### config.mk
export PLATFORM = sky130hd
export DESIGN_NAME = envelope_mult
export DESIGN_NICKNAME = d
export VERILOG_FILES = /design/src/rtl/envelope_mult.sv
export SDC_FILE = /design/constraint.sdc
export NUM_CORES = 1
export LEC_CHECK = 0
export CAP_MARGIN = 25
export CORE_MARGIN = 8
export CORE_UTILIZATION = 45
export CTS_CLUSTER_SIZE = 16
export DETAILED_ROUTE_END_ITERATION = 10
export PLACE_DENSITY = 0.68
export SLEW_MARGIN = 20
export SYNTH_ARGS = -nofsm -noshare
export SYNTH_HDL_FRONTEND = slang
export SYNTH_SLANG_ARGS = --single-unit
export TNS_END_PERCENT = 20
### constraint.sdc
create_clock -name clk_i -period 2.4 [get_ports clk_i]
set_input_delay 0.6 -clock clk_i [delete_from_list [all_inputs] [get_ports clk_i]]
set_output_delay 0.6 -clock clk_i [all_outputs]
set_load 0.03 [all_outputs]
### src/rtl/envelope_mult.sv
// Sequential shift-add multiplier scaling a signed waveform sample by an unsigned
// envelope level, one envelope bit per clock, with a start/ready handshake.
module envelope_mult #(
  parameter int WAVE_W = 12,
  parameter int ENV_W  = 8
) (
  input  logic              clk_i,
  input  logic              rst_ni,
  input  logic              start_i,
  input  logic [WAVE_W-1:0] wave_i,
  input  logic [ENV_W-1:0]  env_i,
  output logic              ready_o,
  output logic              busy_o,
  output logic [WAVE_W-1:0] product_o,
  output logic [1:0]        dbg_state_o
);

  localparam int ACC_W = WAVE_W + ENV_W;
  localparam int CNT_W = (ENV_W > 1) ? $clog2(ENV_W) : 1;

  typedef enum logic [1:0] {
    S_IDLE = 2'd0,
    S_LOAD = 2'd1,
    S_MUL  = 2'd2,
    S_DONE = 2'd3
  } state_e;

  // Handshake: start_i is a request sampled only in S_IDLE; ready_o is a
  // registered one-cycle pulse marking product_o as freshly valid.
  state_e            state_q, state_d;
  logic [ACC_W-1:0]  acc_q, mcand_q, acc_sum;
  logic [ENV_W-1:0]  sreg_q;
  logic [CNT_W-1:0]  cnt_q;
  logic              last_iter;

  assign acc_sum   = sreg_q[0] ? acc_q + mcand_q : acc_q;
  assign last_iter = (state_q == S_MUL) && (cnt_q == CNT_W'(ENV_W - 1));

  always_ff @(posedge clk_i or negedge rst_ni) begin
    if (!rst_ni) state_q <= S_IDLE;
    else         state_q <= state_d;
  end

  always_comb begin
    state_d = state_q;
    case (state_q)
      S_IDLE:  if (start_i) state_d = S_LOAD;
      S_LOAD:  state_d = S_MUL;
      S_MUL:   if (last_iter) state_d = S_DONE;
      S_DONE:  state_d = S_IDLE;
      default: state_d = S_IDLE;
    endcase
  end

  always_ff @(posedge clk_i or negedge rst_ni) begin
    if (!rst_ni) begin
      acc_q     <= '0;
      mcand_q   <= '0;
      sreg_q    <= '0;
      cnt_q     <= '0;
      product_o <= '0;
      ready_o   <= 1'b0;
    end else begin
      ready_o <= 1'b0;
      case (state_q)
        S_LOAD: begin
          acc_q   <= '0;
          mcand_q <= {{ENV_W{wave_i[WAVE_W-1]}}, wave_i};
          sreg_q  <= env_i;
          cnt_q   <= '0;
        end
        S_MUL: begin
          acc_q   <= acc_sum;
          mcand_q <= mcand_q << 1;
          sreg_q  <= sreg_q >> 1;
          cnt_q   <= cnt_q + CNT_W'(1);
          // The product is latched on the edge entering DONE so it is valid for
          // the whole DONE cycle alongside ready_o; the upper slice is the floor.
          if (last_iter) begin
            product_o <= acc_sum[ACC_W-1:ENV_W];
            ready_o   <= 1'b1;
          end
        end
        default: ;
      endcase
    end
  end

  assign busy_o      = (state_q != S_IDLE);
  assign dbg_state_o = state_q;

endmodule

# Word-level counts from Yosys, hierarchy flattened
# Cells that the tools add are included.
# op_classes
muxes	10
eq_ne	7
n_addsub	2
n_reduce_logical	7
# op_table
op	count
case mux 20 bit (2 select lines)	2
adder 20 bit	1
two-way mux 20 bit	1
case mux 8 bit (2 select lines)	1
case mux 2 bit (4 select lines)	1
inequality test 2 bit (second input constant)	3
case mux 3 bit (2 select lines)	1
AND reduction 2 bit	3
equality test 2 bit (second input constant)	2
two-way mux 2 bit	2
nonzero test 2 bit	2
adder 3 x 1 -> 3 bit (second input constant)	1
equality test 3 bit (second input constant)	1
equality test 2 x 1 -> 1 bit (second input constant)	1
logical NOT 2 bit	1
two-way mux 1 bit	2
logical AND 1 bit	1
# totals
input_bits	23
wordCells	34
out_inout_bits	16
regBits	66

# Longest topological paths before layout
# Gate-level depths: netlist of the first run.
# depth
depth_word	4
mapped_depth	10
mapped_depth_nobuf	10

# Worst setup path before layout of the first run
# OpenSTA, ideal clock, no wires.
# synth_path
path_kind	register to register
startpoint	register acc_q[0]
endpoint	register acc_q[18]
setup_slack_ps	-156
path_stages_with_launch	11
t_required_ps	2275
path_buffers	0
period_less_slack_ps	2556
arrival_time_ps	2431
setup_ps	125
path_cell_list	dfrtp_1 > ha_1 > fa_1 > a21oi_1 > o211ai_1 > a21oi_2 > nor4_1 > or3_4 > a221oi_2 > xor2_1 > o21ai_1
# synth_between
elab_chain_len	3
# synth_rtl
element	line_no	text
from (decl)	31	logic [ACC_W-1:0] acc_q, mcand_q, acc_sum;
from (signal assigned)	73	acc_q <= acc_sum;
adder 20 bit	36	assign acc_sum = sreg_q[0] ? acc_q + mcand_q : acc_q;
two-way mux 20 bit	36	
case mux 20 bit (2 select lines)	65	case (state_q)
# Every way passes these cells. The select of a mux whose other input is x is not followed.
# A chain may end at the register's enable or synchronous reset.

# Worst setup path after layout of the first run
# layout_path
startpoint	register mcand_q[0]
endpoint	register acc_q[18]
# layout_between
elab_chain_len	3
# layout_rtl
element	line_no	text
from (decl)	31	
from (signal assigned)	68	mcand_q <= {{ENV_W{wave_i[WAVE_W-1]}}, wave_i};
from (signal assigned)	74	mcand_q <= mcand_q << 1;
adder 20 bit	36	
two-way mux 20 bit	36	
case mux 20 bit (2 select lines)	65	
# Every way passes these cells. The select of a mux whose other input is x is not followed.

==> metrics.txt, run 1 <==
most used cell, CP=a21oi_2; Hold Fails Final Rpt=0; antenna violations before repair=0; RD Place Congestion=0.8821; Cell variety after synth=45; initial DRC count=76; max cap viols=0; CTS Sinks=66; mapped cell area=0.003859 mm^2; Post-route DRC=0; Ys Warns=0; fin nets=535; Reg2Reg Depth=10; number of global-route vias before repair=3243; CTS tree=done; Final setup viols=5; maximum fanout along the worst path=3; # fillers=750; layout cells sized above 1=0.1487; Worst Skew=0.009711 ns; drt pass-1 iters=5; Max Root-Sink Buffers=2; Slew Viols, Final=0; Die Wd=108.6 um; max incr delay on CP=around 0.38 ns; Async S/R FF share, synth=1.000; ANT nets after route=0; CTS Buf Count=9; WS Path Type=reg -> reg; die area=0.01179 mm^2; flop2flop setup slack=-0.13 ns; Synth Register Bits=66; register area share after synthesis=0.4280; first-pass GRT wire length=14900 um; critical path endpoint category=flop; Commonest cells post-synth=dfrtp_1 (66), a21oi_1 (61), nand2_1 (40); WL per Instance=14.35 um; reg2reg start=mcand_q[0]$_DFFE_PN0P_; Post-Syn Instances=between 400 and 500; top_reg_cell synth=dfrtp_1; placed insts=578; Crit-path slowest cell=dfrtp_1; hpwl dp=6104 um; Vias per Instance=5.446; core area=0.008258 mm^2; Clock Tree Root=clkbuf_8; Ports=39; Arr. time, crit path=2.75 ns; Avg Inst Size Synth=9.122 um^2; total number of vias=3246; Initial Util=0.4673; Post-synth EDFFs=0; Clock Latency Late Sink=0.34 ns; status=finished with violations; Total GRT Usage=0.1546; critical-path cell list=ha_2 > fa_2 > a21oi_2 > o211ai_1 > a21oi_2 > nor4_1 > or3_4 > a221oi_2 > xor2_1 > o21ai_1; most common cell in the synthesized netlist=dfrtp_1; Pwr Total=between 7000 and 8000 uW; Hold Worst Slack=0.2704 ns; row count=33; VDD IR max=722.6 uV; CP Launch Type=flop; Worst EP required=about 2.6 ns; Yosys top cell area share=0.4280; Synth-to-Final Area Change=26.17%; Synth Net Count=472; cell leakage power=0.002161 uW; Peak Freq=395.5 MHz; Post-Layout Cell Count=596; largest net degree at the start of global routing=67; Final Critical Period=2.529 ns; depth of the CTS H-tree=3; failing checks=negative setup slack; cts hold-fix bufs=0; power density cells=roughly 1500 mW/mm^2; # port buffers=38; synth top area cells=dfrtp_1 (43%), ha_1 (8.1%), a21oi_1 (7.9%); ratio of final minimum period to clock period=1.054; Total Wirelength=8550 um; Least-Margin Pin Slew=approximately 0.8 ns; global route overflow=0; Yosys top cell by area=dfrtp_1; Die Ht=108.6 um; Ant. Diodes=0; Clock transition at path regs=approximately 0.070 ns; unrepaired setup endpoints after global routing=true; hold crit path type=in -> async; worst relative slew slack=0.4654; setup ws final=-0.1286 ns; worst r2r dst=acc_q[18]$_DFFE_PN0P_; final core occ=0.5895
placed cells by master, fill, tap and decap left out, drive strengths merged, types with 13 or more instances in the layout:
| cell | Yosys | layout |
|---|---|---|
| clkbuf | 19 | 14 |
| mux2i | 24 | 24 |
| nor2b | 13 | 13 |
| nand2 | 40 | 40 |
| a21oi | 62 | 62 |
| buf | 4 | 38 |
| ha | 25 | 25 |
| dfrtp | 66 | 66 |
| inv | 15 | 15 |
| nor2 | 39 | 39 |
| o21ai | 38 | 38 |
| clkdlybuf4s50 | 0 | 37 |
layout make-up:
| type | instances | area [um^2] | area share |
|---|---|---|---|
| clock inverter | 2 | 10.01 | 0.002056 |
| tap | 105 | 131.4 | 0.02699 |
| timing repair buffer | 75 | 690.7 | 0.1419 |
| clock buffer | 14 | 172.7 | 0.03547 |
| sequential | 66 | 1652 | 0.3392 |
| multi-input combinational | 319 | 2156 | 0.4428 |
| inverter | 15 | 56.30 | 0.01157 |
worst max path at each step:
stage / endpoint / slack [ns] / startpoint / cells after the start
after global placement: acc_q[18]$_DFFE_PN0P_ / -0.07 / acc_q[0]$_DFFE_PN0P_ / 10
final: acc_q[18]$_DFFE_PN0P_ / -0.13 / mcand_q[0]$_DFFE_PN0P_ / 10
after CTS: acc_q[18]$_DFFE_PN0P_ / -0.14 / mcand_q[0]$_DFFE_PN0P_ / 10
after detailed placement: acc_q[18]$_DFFE_PN0P_ / -0.14 / acc_q[0]$_DFFE_PN0P_ / 10
after floorplan: acc_q[18]$_DFFE_PN0P_ / -0.03 / mcand_q[0]$_DFFE_PN0P_ / 10
after global routing: acc_q[18]$_DFFE_PN0P_ / -0.26 / mcand_q[0]$_DFFE_PN0P_ / 10
what timing repair did:
item | in CTS | in global routing
buffers inserted | 0 | 2
resized for setup | 0 | 13
endpoints found under the setup margin | 5 | 19
endpoints found under the hold margin | 0 | 0
pin swaps | 0 | 4
flip-flops by register name (all words and copies together) (netlist names):
signal / cells
acc_q: 20
mcand_q: 20
product_o: 12
sreg_q: 8
cnt_q: 3
dbg_state_o: 2
ready_o: 1
per-layer routing:
metal,share of wire,vias to the layer above,wire length (um),track usage
met2,0.48,63,4079,0.2559
met1,0.46,1539,3958,0.1933
met5,0,-,0,0
met3,0.044,14,376,0.03093
li1,-,1630,-,-
met4,0.016,0,135,0.06256
cell families after synthesis:
| logic type | after synthesis | share of synthesized area |
|---|---|---|
| AO/OA/AOI/OAI | 141 | 0.2182 |
| XOR/XNOR | 18 | 0.04086 |
| adder cells (fa/ha/maj) | 26 | 0.08625 |
| buffers and inverters | 38 | 0.03696 |
| flip-flops | 66 | 0.4280 |
| multiplexers | 24 | 0.06226 |
| AND/OR/NAND/NOR | 110 | 0.1274 |
where the power goes:
| part | internal [uW] | switching [uW] |
|---|---|---|
| sequential | 1530 | 356 |
| clock | 458 | 415 |
| combinational | 2060 | 2490 |
worst max-delay path: cells and delay by family, from the launching register on:
kind	cells	cell delay (ns)
AOI/OAI and AO/OA	5	0.81
adders and majority gates	2	0.58
xor gates and xnor gates	1	0.21
DFF	1	0.38
and+or+nand+nor	2	0.44
per-stage QoR:
| stage | instance area, um^2 | setup TNS (ns) | worst slack (ns) |
|---|---|---|---|
| 4_1_cts | 4776 | -0.4647 | -0.1391 |
| 3_5_place_dp | 4593 | -0.4535 | -0.1369 |
| 6_report | 4868 | -0.3993 | -0.1286 |
| 2_1_floorplan | 3867 | -0.05743 | -0.02872 |
| 3_3_place_gp | 4593 | -0.1442 | -0.07264 |
| 5_1_grt | 4868 | -1.463 | -0.2600 |
(Power assumes the default switching activity.)
==> run 2, diff against run 1 <==
PLACE_DENSITY = 0.65   (was 0.68)
clock period = 2.7 ns   (was 2.4 ns; I/O delays follow)
==> run 2 against run 1 <==
Effect of this change: the run now ends clean; worst setup slack gained 0.26 ns; critical path depth stayed put; largest power group unchanged; via count fell by 4.3%; critical path type unchanged; combinational power down 21%.
==> metrics.txt, run 2 (synthesis gave the netlist of run 1 again) <==
setup TNS=0 ns (was -0.3993 ns); status=finished, final reports clean (was finished with violations); CP Launch Type=flop (unchanged); VDD IR max=483.9 uV (was 722.6 uV); critical path endpoint category=flop (unchanged); CTS Buf Count=9 (unchanged); leading registers by flop count=acc_q (20), mcand_q (20), product_o (12) (unchanged); # fillers=769 (was 750); first-pass GRT wire length=14600 um (was 14900 um); RD Place Congestion=0.9080 (was 0.8821); Ant. Diodes=0 (unchanged); global route overflow=0 (unchanged); Vias per Instance=5.453 (was 5.446); Final setup viols=0 (was 5); Hold Worst Slack=0.3524 ns (was 0.2704 ns); Arr. time, crit path=2.80 ns (was 2.75 ns); postcts setup bufs=0 (unchanged); max cap viols=0 (unchanged); antenna violations before repair=0 (unchanged); ratio of final minimum period to clock period=0.9497 (was 1.054); Hold Fails Final Rpt=0 (unchanged); drt pass-1 iters=4 (was 5); final core occ=0.5591 (was 0.5895); Initial Util=0.4673 (unchanged); CTS tree=done (unchanged); initial DRC count=67 (was 76); cell leakage power=0.002015 uW (was 0.002161 uW); Die Wd=108.6 um (unchanged); hold crit path type=in -> async (unchanged); CTS Sinks=66 (unchanged); fin nets=509 (was 535); largest net degree at the start of global routing=59 (was 67); Clock transition at path regs=0.07 ns (about the same); Worst Skew=0.006504 ns (was 0.009711 ns); Worst EP required=2.93 ns (was 2.63 ns); maximum fanout along the worst path=3 (unchanged); Synth-to-Final Area Change=19.65% (was 26.17%); number of global-route vias before repair=3176 (was 3243); Least-Margin Pin Slew=0.6814 ns (was 0.8019 ns); Ports=39 (unchanged); cts hold-fix bufs=0 (unchanged); Max Root-Sink Buffers=2 (unchanged); total number of vias=3108 (was 3246); reg2reg start=acc_q[0]$_DFFE_PN0P_ (was mcand_q[0]$_DFFE_PN0P_); Clock Tree Root=clkbuf_8 (unchanged); commonest non-fill, non-tap cell in the layout=dfrtp_1 (unchanged); Slew Viols, Final=0 (unchanged); Total Wirelength=8356 um (was 8550 um); Peak Freq=390.0 MHz (was 395.5 MHz); Post-route DRC=0 (unchanged); layout cells sized above 1=0.08817 (was 0.1487); power density cells=1327 mW/mm^2 (was 1499 mW/mm^2); WS Path Type=reg -> reg (unchanged); die area=0.01179 mm^2 (unchanged); Clock Latency Late Sink=0.34 ns (about the same); worst relative slew slack=0.5457 (was 0.4654); hpwl dp=6018 um (was 6104 um); WL per Instance=14.66 um (was 14.35 um); # port buffers=38 (unchanged); CP startpoint=acc_q[0]$_DFFE_PN0P_ (was mcand_q[0]$_DFFE_PN0P_); Pwr Total=6125 uW (was 7298 uW); core area=0.008258 mm^2 (unchanged); depth of the CTS H-tree=3 (unchanged); row count=33 (unchanged); most frequent cells in the layout=dfrtp_1 (66), a21oi_1 (60), nand2_1 (40), nor2_1 (39), clkdlybuf4s50_1 (37) (unchanged); Final Critical Period=2.564 ns (was 2.529 ns); flop2flop setup slack=0.14 ns (was -0.13 ns); Total GRT Usage=0.1528 (was 0.1546); ANT nets after route=0 (unchanged); Die Ht=108.6 um (unchanged); unrepaired setup endpoints after global routing=false (was true)
==> run 2: changes by cell type in the layout (fill, tap and decap cells not counted), moves of 2 or more <==
cell / change
ha_4: -2
clkinvlp_4: +2
ha_1: +2
buf_4: -25
o21ai_0: +2
xnor2_1: +2
xnor2_2: -2
==> run 2: area by class of cell <==
class                   instances  area (um^2)  area share
clock inverters                 4        50.05     0.01084
inverters                      15        56.30     0.01220
flip-flops and latches         66         1652      0.3577
clock buffers                  12        155.1     0.03360
well taps                     105        131.4     0.02846
repair buffers                 49        483.0      0.1046
multi-input cells             319         2090      0.4526
==> run 2: final timing paths <==
kind                                                  end  cells past startpoint
worst max-delay path            product_o[10]$_DFFE_PN0P_                     10
worst min-delay path                 cnt_q[0]$_DFFE_PN0P_                      1
worst max register to register  product_o[10]$_DFFE_PN0P_                     10
worst min register to register   product_o[6]$_DFFE_PN0P_                      2
max in group asynchronous            acc_q[0]$_DFFE_PN0P_                      2
min in group clk_i               product_o[6]$_DFFE_PN0P_                      2
==> run 2: critical path: stages, from the launching register on <==
cell	delay (ns)
dfrtp_1	0.41
ha_2	0.22
fa_2	0.37
a21oi_2	0.15
o211ai_1	0.11
a21oi_2	0.16
nor4_1	0.07
or3_4	0.37
a221oi_2	0.27
xor2_1	0.22
o21ai_1	0.09
==> run 2: report_power, final <==
group | switching, uW | internal [uW]
clock | 390 | 476
combinational | 2090 | 1500
sequential | 309 | 1360
==> run 2: repair_timing <==
| action | in CTS | in global routing |
|---|---|---|
| endpoints found under the setup margin | 3 | 11 |
| gates resized for setup | 1 | 5 |
| pin swaps | 0 | 2 |
==> run 2: routing by layer <==
metal,vias up,GRT usage,part of all wire
met5,-,0,0
met4,0,0.05474,0.015
met3,13,0.03867,0.042
met2,43,0.2511,0.46
met1,1477,0.1903,0.48
li1,1575,-,-
==> run 2: stage by stage <==
stage | area [um^2] | setup WS (ns) | instances
4_1_cts | 4601 | 0.01658 | 570
3_3_place_gp | 4392 | 0.04601 | 554
6_report | 4617 | 0.1357 | 570
2_1_floorplan | 3859 | 0.1440 | 423
3_5_place_dp | 4392 | 0.01620 | 554
5_1_grt | 4617 | 0.01489 | 570
